**src/rtl/aes_round_ctrl_if.sv**
```systemverilog
// Handshake and sequencing bundle between the AES round controller and its neighbours.
interface aes_round_ctrl_if;
  logic       in_valid;
  logic       in_ready;
  logic       mode;
  logic [3:0] key_round;
  logic       st_load;
  logic       st_en;
  logic       st_final;
  logic       out_valid;
  logic       out_ready;
  logic       busy;

  modport master (
    output in_valid, mode, out_ready,
    input  in_ready, key_round, st_load, st_en, st_final, out_valid, busy
  );

  modport slave (
    input  in_valid, mode, out_ready,
    output in_ready, key_round, st_load, st_en, st_final, out_valid, busy
  );
endinterface

```
**src/rtl/aes_round_ctrl.sv**
```systemverilog
// AES-128 round sequencer: issues round-key indices and state-register strobes.
// Decrypt sequencing is enabled by defining AES_ROUND_CTRL_DECRYPT_EN.
module aes_round_ctrl #(
  parameter int KEY_LAT = 1
) (
  input logic           clk,
  input logic           rst,
  aes_round_ctrl_if.slave bus
);

  typedef enum logic [2:0] {
    IDLE     = 3'd0,
    PREFETCH = 3'd1,
    LOAD     = 3'd2,
    ROUND    = 3'd3,
    DONE     = 3'd4
  } state_t;

  localparam logic [1:0] PF_LAST = 2'(KEY_LAT - 1);

  state_t     state_r;
  logic       dec_r;
  logic [1:0] pf_cnt_r;
  logic [3:0] rnd_cnt_r;
  logic [3:0] key_round_r;
  logic       in_ready_r;
  logic       busy_r;
  logic       st_load_r;
  logic       st_en_r;
  logic       st_final_r;
  logic       out_valid_r;
  logic       dec_req_s;

`ifdef AES_ROUND_CTRL_DECRYPT_EN
  assign dec_req_s = bus.mode;
`else
  assign dec_req_s = bus.mode & 1'b0;
`endif

  // Next round-key index, saturating at the far end of the schedule.
  function automatic logic [3:0] step_key(input logic [3:0] k, input logic dec);
    logic [3:0] n;
    if (dec) begin
      n = (k == 4'd0) ? 4'd0 : k - 4'd1;
    end else begin
      n = (k >= 4'd10) ? 4'd10 : k + 4'd1;
    end
    return n;
  endfunction

  // Sequencing FSM with all outputs registered. Key index advances from the
  // second busy cycle so the key used by LOAD/ROUND lags it by KEY_LAT.
  always_ff @(posedge clk or posedge rst) begin
    if (rst) begin
      state_r     <= IDLE;
      dec_r       <= 1'b0;
      pf_cnt_r    <= 2'd0;
      rnd_cnt_r   <= 4'd0;
      key_round_r <= 4'd0;
      in_ready_r  <= 1'b1;
      busy_r      <= 1'b0;
      st_load_r   <= 1'b0;
      st_en_r     <= 1'b0;
      st_final_r  <= 1'b0;
      out_valid_r <= 1'b0;
    end else begin
      case (state_r)
        IDLE: begin
          if (bus.in_valid) begin
            dec_r       <= dec_req_s;
            key_round_r <= dec_req_s ? 4'd10 : 4'd0;
            pf_cnt_r    <= 2'd0;
            in_ready_r  <= 1'b0;
            busy_r      <= 1'b1;
            state_r     <= PREFETCH;
          end else begin
            in_ready_r  <= 1'b1;
            busy_r      <= 1'b0;
          end
        end
        PREFETCH: begin
          key_round_r <= step_key(key_round_r, dec_r);
          if (pf_cnt_r == PF_LAST) begin
            st_load_r <= 1'b1;
            state_r   <= LOAD;
          end else begin
            pf_cnt_r  <= pf_cnt_r + 2'd1;
          end
        end
        LOAD: begin
          key_round_r <= step_key(key_round_r, dec_r);
          st_load_r   <= 1'b0;
          st_en_r     <= 1'b1;
          st_final_r  <= 1'b0;
          rnd_cnt_r   <= 4'd1;
          state_r     <= ROUND;
        end
        ROUND: begin
          key_round_r <= step_key(key_round_r, dec_r);
          if (rnd_cnt_r == 4'd10) begin
            st_en_r     <= 1'b0;
            st_final_r  <= 1'b0;
            out_valid_r <= 1'b1;
            state_r     <= DONE;
          end else begin
            rnd_cnt_r   <= rnd_cnt_r + 4'd1;
            st_final_r  <= (rnd_cnt_r == 4'd9);
          end
        end
        DONE: begin
          if (bus.out_ready) begin
            out_valid_r <= 1'b0;
            in_ready_r  <= 1'b1;
            busy_r      <= 1'b0;
            state_r     <= IDLE;
          end else begin
            out_valid_r <= 1'b1;
          end
        end
        default: begin
          state_r     <= IDLE;
          in_ready_r  <= 1'b1;
          busy_r      <= 1'b0;
          st_load_r   <= 1'b0;
          st_en_r     <= 1'b0;
          st_final_r  <= 1'b0;
          out_valid_r <= 1'b0;
        end
      endcase
    end
  end

  assign bus.in_ready  = in_ready_r;
  assign bus.busy      = busy_r;
  assign bus.key_round = key_round_r;
  assign bus.st_load   = st_load_r;
  assign bus.st_en     = st_en_r;
  assign bus.st_final  = st_final_r;
  assign bus.out_valid = out_valid_r;

endmodule

```
**src/flat_wrapper.sv**
```systemverilog
// flat-port wrapper written by rule: the top's interface ports become plain ports
module aes_round_ctrl_flat 
#(
  parameter int KEY_LAT = 1
)
  (clk, rst, bus_in_valid, bus_mode, bus_out_ready, bus_in_ready, bus_key_round, bus_st_load, bus_st_en, bus_st_final, bus_out_valid, bus_busy);
  aes_round_ctrl_if bus_i ();
  input logic clk;
  input logic rst;
  input wire logic [$bits(bus_i.in_valid)-1:0] bus_in_valid;
  input wire logic [$bits(bus_i.mode)-1:0] bus_mode;
  input wire logic [$bits(bus_i.out_ready)-1:0] bus_out_ready;
  output wire logic [$bits(bus_i.in_ready)-1:0] bus_in_ready;
  output wire logic [$bits(bus_i.key_round)-1:0] bus_key_round;
  output wire logic [$bits(bus_i.st_load)-1:0] bus_st_load;
  output wire logic [$bits(bus_i.st_en)-1:0] bus_st_en;
  output wire logic [$bits(bus_i.st_final)-1:0] bus_st_final;
  output wire logic [$bits(bus_i.out_valid)-1:0] bus_out_valid;
  output wire logic [$bits(bus_i.busy)-1:0] bus_busy;
  assign bus_i.in_valid = bus_in_valid;
  assign bus_i.mode = bus_mode;
  assign bus_i.out_ready = bus_out_ready;
  assign bus_in_ready = bus_i.in_ready;
  assign bus_key_round = bus_i.key_round;
  assign bus_st_load = bus_i.st_load;
  assign bus_st_en = bus_i.st_en;
  assign bus_st_final = bus_i.st_final;
  assign bus_out_valid = bus_i.out_valid;
  assign bus_busy = bus_i.busy;
  aes_round_ctrl #(.KEY_LAT(KEY_LAT)) u_core (.clk(clk), .rst(rst), .bus(bus_i));
endmodule
```
**config.mk**
```make
export PLATFORM = sky130hd
export DESIGN_NAME = aes_round_ctrl_flat
export DESIGN_NICKNAME = d
export VERILOG_FILES = /design/src/rtl/aes_round_ctrl_if.sv /design/src/rtl/aes_round_ctrl.sv /design/src/flat_wrapper.sv
export SDC_FILE = /design/constraint.sdc
export NUM_CORES = 1
export LEC_CHECK = 0
export ABC_AREA = 1
export CORE_MARGIN = 2
export CORE_UTILIZATION = 50
export CTS_CLUSTER_DIAMETER = 60
export DETAILED_ROUTE_END_ITERATION = 10
export PLACE_DENSITY = 0.81
export SLEW_MARGIN = 15
export SYNTH_ARGS = -nofsm -noshare
export SYNTH_HDL_FRONTEND = slang
export SYNTH_SLANG_ARGS = --single-unit
```
**constraint.sdc**
```tcl
create_clock -name clk -period 2.3 [get_ports clk]
set_clock_uncertainty 0.05 [all_clocks]
set_input_delay 0.46 -clock clk [delete_from_list [all_inputs] [get_ports clk]]
set_output_delay 0.46 -clock clk [all_outputs]
set_load 0.1 [all_outputs]
```
==> results of run 1 <==
==> cell usage in the layout, fill, tap and decap left out <==
master,netlist,routed
a21oi_1,2,2
a21oi_2,2,2
a22oi_1,1,1
buf_4,0,11
clkbuf_4,0,3
clkdlybuf4s50_1,0,3
clkinv_2,0,1
dfrtp_1,18,18
dfstp_2,1,1
ha_1,6,6
inv_1,20,20
inv_2,1,1
inv_4,1,1
nand2_1,33,33
nand2_2,2,2
nand2_4,3,3
nand3_1,11,11
nand3_2,2,2
nand4_1,1,1
nor2_1,8,8
nor2_2,1,1
nor2_4,2,2
o21ai_0,6,6
o21ai_1,2,2
o21ai_2,1,1
o21bai_1,1,1
xnor2_1,1,1
xor2_1,1,1
==> logic make-up after synthesis <==
kind of cell | share of synthesized area
AND/OR/NAND/NOR | 0.294
buffers and inverters | 0.0806
XOR/XNOR | 0.0166
adder cells (fa/ha/maj) | 0.0711
flip-flops | 0.451
AO/OA/AOI/OAI | 0.0865
==> metal layers <==
layer	part of all wire	track usage	vias to the layer above	wire [µm]
met5	0	0	-	0
met4	0.0064	0.0556	0	12
met3	0.051	0.0576	2	96
met2	0.48	0.284	17	894
met1	0.46	0.209	387	870
li1	-	-	434	-
==> cell type report <==
class | count | area, µm² | share of cell area
Clock buffer | 3 | 22.5 | 0.0183
Multi-Input combinational cell | 86 | 494 | 0.402
Tap cell | 27 | 33.8 | 0.0275
Sequential cell | 19 | 477 | 0.388
Timing Repair Buffer | 14 | 113 | 0.0916
Clock inverter | 1 | 5.00 | 0.00407
Inverter | 22 | 85.1 | 0.0692
==> metrics by stage <==
step	hold WS, ns	utilization	setup WS (ns)	instances
3_5_place_dp	0.418	0.607	0.711	168
5_1_grt	0.411	0.621	0.607	172
2_1_floorplan	0.360	-	0.474	127
4_1_cts	0.406	0.621	0.636	172
3_3_place_gp	0.405	0.607	0.705	168
6_report	0.403	0.621	0.649	172
==> state kept, by name (all words and copies together), names as in the netlist <==
register / cells
u_core.rnd_cnt_r: 4
u_core.pf_cnt_r: 2
u_core.bus.key_round: 4
u_core.bus.busy: 1
u_core.bus.in_ready: 1
u_core.bus.st_load: 1
u_core.bus.out_valid: 1
u_core.bus.st_en: 1
u_core.state_r: 3
u_core.bus.st_final: 1
==> worst paths after layout <==
kind	startpoint	end	slack (ns)	cells past startpoint
setup / recovery	u_core.bus.in_ready$_DFFE_PP1P_	bus_in_ready	0.65	1
setup reg to reg	u_core.rnd_cnt_r[0]$_DFFE_PP0P_	u_core.bus.st_en$_DFFE_PP0P_	0.91	7
min in group clk	u_core.pf_cnt_r[1]$_DFFE_PP0P_	u_core.pf_cnt_r[1]$_DFFE_PP0P_	0.43	2
max in group asynchronous	rst	u_core.bus.in_ready$_DFFE_PP1P_	1.54	3
hold / removal	rst	u_core.state_r[2]$_DFFE_PP0P_	0.40	3
hold reg to reg	u_core.pf_cnt_r[1]$_DFFE_PP0P_	u_core.pf_cnt_r[1]$_DFFE_PP0P_	0.43	2
==> results.txt, run 1 <==
status = finished, final reports clean
Worst Path Buf+Inv = 1
final setup fails = 0
vias per cell = 4.88
largest net degree at the start of global routing = 20
Cells after Synth = 127
initial core utilization = 0.533
async set-reset flop share out of synthesis = 1.00
grt ovf = 0
Placer Congestion = 0.752
WS Path Type = reg -> out
I/O Pins = 15
top cell type's share of synthesized area = 0.427
crit-path max cell delay = 0.55 ns
Synth top cells by count = nand2_1 (33), inv_1 (20), dfrtp_1 (18)
Sink Count = 19
Inserted Diodes = 0
Post-DRT Antenna Nets = 0
global-route wire length before repair = 3260 µm
die width = 50.0 µm
min-delay worst type = in -> async
vias in the first global route = 816
post-synthesis register bit count = 19
most common cell in the netlist = nand2_1
synthesis-to-finish area growth = 16.5%
number of fill cells = 179
Crit path max-delay family = flip-flops
WL per Instance = 10.9 µm
die area = 0.00250 mm²
Max-cap violations = 0
Synth cell types = 24
initial antenna violation count = 0
# Post-CTS Setup Buffers = 0
post_cts resized = 0
Total GRT Usage = 0.172
dpl cell area = 0.00120 mm²
total CTS buffers = 3
Worst-path clk slew = 0.12 ns
sequential share of the synthesized area = 0.451
deepest clock path buffer count = 2
Die Ht = 50.0 µm
vias post-DR = 840
Final period util = 0.718
Tightest Pin Transition = 0.370 ns
largest fanout on the critical path = 2
PortBufs = 13
Worst path slowest cell = dfstp_2
Syn Std Cell Area = 0.00106 mm²
Ys Warns = 0
# DRC = 0
fin nets = 157
top post-synthesis cells by area = dfrtp_1 (43%), nand2_1 (12%), ha_1 (7.1%)
setup_tns = 0 ns
CTS Hold Buffers Added = 0
final hold vios = 0
Clk Latency, worst-skew pair = 0.31 ns
CTS HTree Levels = 1
design area = 0.00123 mm²
Worst EP arrival = 1.14 ns
Net Count, Synth = 138
CP cell instances = buf_4
violation count after the first detailed-route iteration = 14
row cnt = 16
final WL = 1870 µm
Post-synth EDFFs = 0
syn_area_per_cell = 8.32 µm²
Setup crit start kind = flip-flop
final critical-path required period = 1.65 ns
TritonCTS clock tree = built
DP HPWL = 1440 µm
Rel. slew slack = 0.753
layout cells sized above 1 = 0.214
largest area contributor in the netlist = dfrtp_1
core area = 0.00198 mm²
worst path required time = 1.79 ns
clk root buf = clkbuf_4
Worst setup EP type = output pin
ys flop type = dfrtp_1
Max Freq = 606 MHz
RSZ-0062 raised after global routing = no
Final Max Slew Viols = 0
DR pass1 iterations = 4
Power of run 1 is left out: the tool's default activity adds up to more than one toggle a clock period on the data nets, which glitch-free logic cannot reach.
==> run 2, diff against run 1 <==
==> constraint.sdc (replaced) <==
create_clock -name clk -period 1.55 [get_ports clk]
set_clock_uncertainty 0.05 [all_clocks]
set_input_delay 0.31 -clock clk [delete_from_list [all_inputs] [get_ports clk]]
set_output_delay 0.31 -clock clk [all_outputs]
set_load 0.1 [all_outputs]
==> results.txt, run 2 (same netlist as run 1, synthesis figures left out) <==
deepest clock path buffer count = 2 (unchanged)
Final period util = 0.927
final hold vios = 0 (unchanged)
PortBufs = 13 (unchanged)
die area = 0.00250 mm² (unchanged)
final setup fails = 0 (unchanged)
core area = 0.00198 mm² (unchanged)
Sink Count = 19 (unchanged)
layout cells sized above 1 = 0.228 (+0.0138)
Placed Cells = 168 (unchanged)
DR pass1 iterations = 4 (unchanged)
setup_tns = 0 ns (unchanged)
Final Max Slew Viols = 0 (unchanged)
WS Path Type = reg -> reg
grt ovf = 0 (unchanged)
number of fill cells = 136 (-24%)
total CTS buffers = 3 (unchanged)
Worst path slowest cell = dfrtp_1
vias in the first global route = 977 (+20%)
CP cell instances = inv_1, ha_1, nand3_1, nand2_4, inv_1, o21ai_0, nand2_1
Setup crit start kind = flip-flop
initial antenna violation count = 0 (unchanged)
Worst setup EP type = flip-flop
Post-DRT Antenna Nets = 0 (unchanged)
violation count after the first detailed-route iteration = 16 (+2)
post_cts resized = 0 (unchanged)
fin nets = 157 (unchanged)
vias post-DR = 883 (+5.1%)
vias per cell = 5.13 (+5.1%)
Inserted Diodes = 0 (unchanged)
Total GRT Usage = 0.205 (+0.0332)
most frequent CP cell = inv_1
area of the multi-input gates = 494 µm² (unchanged)
largest fanout on the critical path = 6 (+4)
worst path required time = 1.69 ns (-0.10 ns)
Max Freq = 696 MHz
clk root buf = clkbuf_4
# Post-CTS Setup Buffers = 0 (unchanged)
Max-cap violations = 0 (unchanged)
Rel. slew slack = 0.768 (+0.0154)
RSZ-0062 raised after global routing = no
Worst EP arrival = 1.58 ns (+0.44 ns)
row cnt = 16 (unchanged)
Tightest Pin Transition = 0.347 ns (-0.0235 ns)
most common cell after layout, fill and taps aside = nand2_1
final core utilization = 0.685 (+0.0644)
Placer Congestion = 0.744 (-1.1%)
final WL = 2050 µm (+9.3%)
Clk Latency, worst-skew pair = 0.30 ns (about the same)
synthesis-to-finish area growth = 28.6%
CTS HTree Levels = 1 (unchanged)
TritonCTS clock tree = built
final critical-path required period = 1.44 ns
status = finished, final reports clean
global-route wire length before repair = 3910 µm (+20%)
Post-Layout Cell Count = 172 (unchanged)
crit-path max cell delay = 0.45 ns (-0.10 ns)
min-delay worst type = in -> async
CTS Hold Buffers Added = 0 (unchanged)
Worst-path clk slew = 0.11 ns (about the same)
initial core utilization = 0.533 (unchanged)
largest net degree at the start of global routing = 20 (unchanged)
die width = 50.0 µm (unchanged)
DP HPWL = 1580 µm (+10%)
most frequent cells in the layout = nand2_1 (33), inv_1 (20), dfrtp_1 (15), nand3_1 (11), buf_12 (10)
register area = 480 µm² (+0.79%)
I/O Pins = 15 (unchanged)
# DRC = 0 (unchanged)
Die Ht = 50.0 µm (unchanged)
WL per Instance = 11.9 µm (+9.3%)
-- run 2: final timing paths --
| kind | slack (ns) | start | cells past startpoint | end |
|---|---|---|---|---|
| worst min register to register | 0.44 | u_core.pf_cnt_r[0]$_DFFE_PP0P_ | 2 | u_core.pf_cnt_r[0]$_DFFE_PP0P_ |
| max in group asynchronous | 0.92 | rst | 3 | u_core.bus.in_ready$_DFFE_PP1P_ |
| worst max register to register | 0.11 | u_core.rnd_cnt_r[0]$_DFFE_PP0P_ | 7 | u_core.bus.st_en$_DFFE_PP0P_ |
| worst max-delay path | 0.11 | u_core.rnd_cnt_r[0]$_DFFE_PP0P_ | 7 | u_core.bus.st_en$_DFFE_PP0P_ |
| worst min-delay path | 0.27 | rst | 3 | u_core.bus.busy$_DFFE_PP0P_ |
| min in group clk | 0.44 | u_core.pf_cnt_r[0]$_DFFE_PP0P_ | 2 | u_core.pf_cnt_r[0]$_DFFE_PP0P_ |
-- run 2: area by class of cell --
| class | count | area share |
|---|---|---|
| multi-input combinational | 86 | 0.364 |
| sequential | 19 | 0.354 |
| timing repair buffer | 14 | 0.175 |
| inverter | 22 | 0.0627 |
| tap | 27 | 0.0249 |
| clock buffer | 4 | 0.0194 |
-- run 2: critical path, delay by kind of cell, from the launching register on --
family | cells | cell delay [ns]
flip-flops | 1 | 0.45
AND/OR/NAND/NOR | 3 | 0.36
buffers and inverters | 2 | 0.18
adder cells (fa/ha/maj) | 1 | 0.16
AO/OA/AOI/OAI | 1 | 0.13
-- run 2: through the flow --
stage	setup WS, ns	hold WS (ns)	cell area [µm²]
6_report	0.113	0.273	1360
4_1_cts	0.118	0.283	1360
3_5_place_dp	0.0789	0.417	1330
3_3_place_gp	0.109	0.405	1330
5_1_grt	0.0253	0.294	1360
2_1_floorplan	0.0360	0.210	1060
-- run 2: metal layers --
| layer | vias up | wire length [µm] | global-route usage |
|---|---|---|---|
| met5 | - | 0 | 0 |
| met4 | 0 | 31 | 0.0833 |
| met3 | 5 | 81 | 0.0545 |
| met2 | 18 | 1020 | 0.373 |
| met1 | 426 | 915 | 0.222 |
| li1 | 434 | - | - |
Power of run 2 is left out for the same reason.
==> run 3, diff against run 2 <==
--- a/config.mk
+++ b/config.mk
@@ -6,6 +6,7 @@
 export NUM_CORES = 1
 export LEC_CHECK = 0
 export ABC_AREA = 1
+export ABC_CLOCK_PERIOD_IN_PS = 1600
 export CORE_MARGIN = 2
 export CORE_UTILIZATION = 50
 export CTS_CLUSTER_DIAMETER = 60
==> constraint.sdc (replaced) <==
create_clock -name clk -period 1.6 [get_ports clk]
set_clock_uncertainty 0.05 [all_clocks]
set_input_delay 0.32 -clock clk [delete_from_list [all_inputs] [get_ports clk]]
set_output_delay 0.32 -clock clk [all_outputs]
set_load 0.1 [all_outputs]
==> results.txt, run 3 (same netlist as run 1, synthesis figures left out) <==
final WL = 1910 µm (-6.6%)
Sink Count = 19 (unchanged)
Worst EP arrival = 1.56 ns (-0.02 ns)
DR pass1 iterations = 4 (unchanged)
post_cts resized = 0 (unchanged)
worst path required time = 1.74 ns (+0.05 ns)
TritonCTS clock tree = built
core area = 0.00198 mm² (unchanged)
Final period util = 0.886 (-0.0407)
deepest clock path buffer count = 2 (unchanged)
layout cells sized above 1 = 0.221 (-0.00690)
Placer Congestion = 0.767 (+3.1%)
Max-cap violations = 0 (unchanged)
worst r2r dst = u_core.bus.st_en$_DFFE_PP0P_
largest net degree at the start of global routing = 20 (unchanged)
Worst-path clk slew = 0.10 ns (about the same)
Max Freq = 705 MHz (+1.3%)
final setup fails = 0 (unchanged)
global-route wire length before repair = 3460 µm (-11%)
crit-path max cell delay = 0.44 ns (about the same)
# DRC = 0 (unchanged)
Final Max Slew Viols = 0 (unchanged)
WL per Instance = 11.1 µm (-6.6%)
RSZ-0062 raised after global routing = no
initial antenna violation count = 0 (unchanged)
most frequent cells in the layout = nand2_1 (33), inv_1 (20), dfrtp_1 (16), nand3_1 (11), buf_12 (10)
# Post-CTS Setup Buffers = 0 (unchanged)
min-delay worst type = in -> async
Setup crit start kind = flip-flop
vias post-DR = 855 (-3.2%)
fin nets = 157 (unchanged)
design area = 0.00136 mm² (about the same)
row cnt = 16 (unchanged)
setup_tns = 0 ns (unchanged)
RR Startpoint = u_core.rnd_cnt_r[0]$_DFFE_PP0P_
Worst path slowest cell = dfrtp_1
DP HPWL = 1520 µm (-4.2%)
status = finished, final reports clean
Total GRT Usage = 0.182 (-0.0232)
Inserted Diodes = 0 (unchanged)
violation count after the first detailed-route iteration = 23 (+7)
WS Path Type = reg -> reg
Die Ht = 50.0 µm (unchanged)
clk root buf = clkbuf_4
Clk Latency, worst-skew pair = 0.29 ns (about the same)
crit path to = u_core.bus.st_en$_DFFE_PP0P_
Post-DRT Antenna Nets = 0 (unchanged)
largest fanout on the critical path = 6 (unchanged)
Rel. slew slack = 0.766 (-0.00255)
I/O Pins = 15 (unchanged)
Tightest Pin Transition = 0.351 ns (+0.00420 ns)
most common cell after layout, fill and taps aside = nand2_1
final critical-path required period = 1.42 ns (-0.0188 ns)
Crit path max-delay family = flip-flops
synthesis-to-finish area growth = 28.4% (about the same)
grt ovf = 0 (unchanged)
die width = 50.0 µm (unchanged)
initial core utilization = 0.533 (unchanged)
total CTS buffers = 3 (unchanged)
FF-to-FF setup slack = 0.18 ns (+0.07 ns)
critical path depth in cells = 7 (unchanged)
dpl cell area = 0.00133 mm² (about the same)
R2R cell count = 7 (unchanged)
Worst setup EP type = flip-flop
most frequent CP cell = inv_1
PortBufs = 13 (unchanged)
vias in the first global route = 811 (-17%)
Worst Path Buf+Inv = 2 (unchanged)
critical path launch point = u_core.rnd_cnt_r[0]$_DFFE_PP0P_
CTS HTree Levels = 1 (unchanged)
vias per cell = 4.97 (-3.2%)
CP cell instances = inv_1, ha_1, nand3_1, nand2_4, inv_1, o21ai_0, nand2_1
final hold vios = 0 (unchanged)
CTS Hold Buffers Added = 0 (unchanged)
die area = 0.00250 mm² (unchanged)
[run 3: layout make-up]
| type | instances | area [µm²] |
|---|---|---|
| Clock buffer | 4 | 26.3 |
| Inverter | 22 | 85.1 |
| Multi-Input combinational cell | 86 | 494 |
| Sequential cell | 19 | 479 |
| Timing Repair Buffer | 14 | 238 |
| Fill cell | 141 | 626 |
| Tap cell | 27 | 33.8 |
[run 3: tightest hold or removal path, cell delays in order]
cell,delay (ns)
clkdlybuf4s50_1,0.39
inv_1,0.05
buf_4,0.25
[run 3: routing by layer]
| metal | vias up | track usage | wire [µm] |
|---|---|---|---|
| met2 | 30 | 0.311 | 943 |
| met4 | 0 | 0.0741 | 44 |
| li1 | 433 | - | - |
| met1 | 387 | 0.216 | 810 |
| met5 | - | 0 | 0 |
| met3 | 5 | 0.0455 | 116 |
[run 3: worst min path at each step]
| stage | slack (ns) | to | cells after the start | start |
|---|---|---|---|---|
| finish | 0.28 | u_core.bus.busy$_DFFE_PP0P_ | 3 | rst |
| global route | 0.29 | u_core.bus.key_round[3]$_DFFE_PP0P_ | 3 | rst |
| CTS | 0.29 | u_core.bus.key_round[2]$_DFFE_PP0P_ | 3 | rst |
| detailed placement | 0.42 | u_core.pf_cnt_r[0]$_DFFE_PP0P_ | 2 | u_core.pf_cnt_r[0]$_DFFE_PP0P_ |
| global placement | 0.41 | u_core.pf_cnt_r[1]$_DFFE_PP0P_ | 2 | u_core.pf_cnt_r[1]$_DFFE_PP0P_ |
| floorplan | 0.22 | u_core.bus.busy$_DFFE_PP0P_ | 1 | rst |
[run 3: per-stage QoR]
stage	cells	util	hold slack [ns]	setup WS (ns)
after floorplan	127	-	0.220	0.0407
after global placement	168	0.671	0.405	0.150
after detailed placement	168	0.671	0.416	0.143
after CTS	172	0.684	0.290	0.184
after global routing	172	0.684	0.294	0.0839
final	172	0.684	0.282	0.182
Power of run 3 is left out for the same reason.
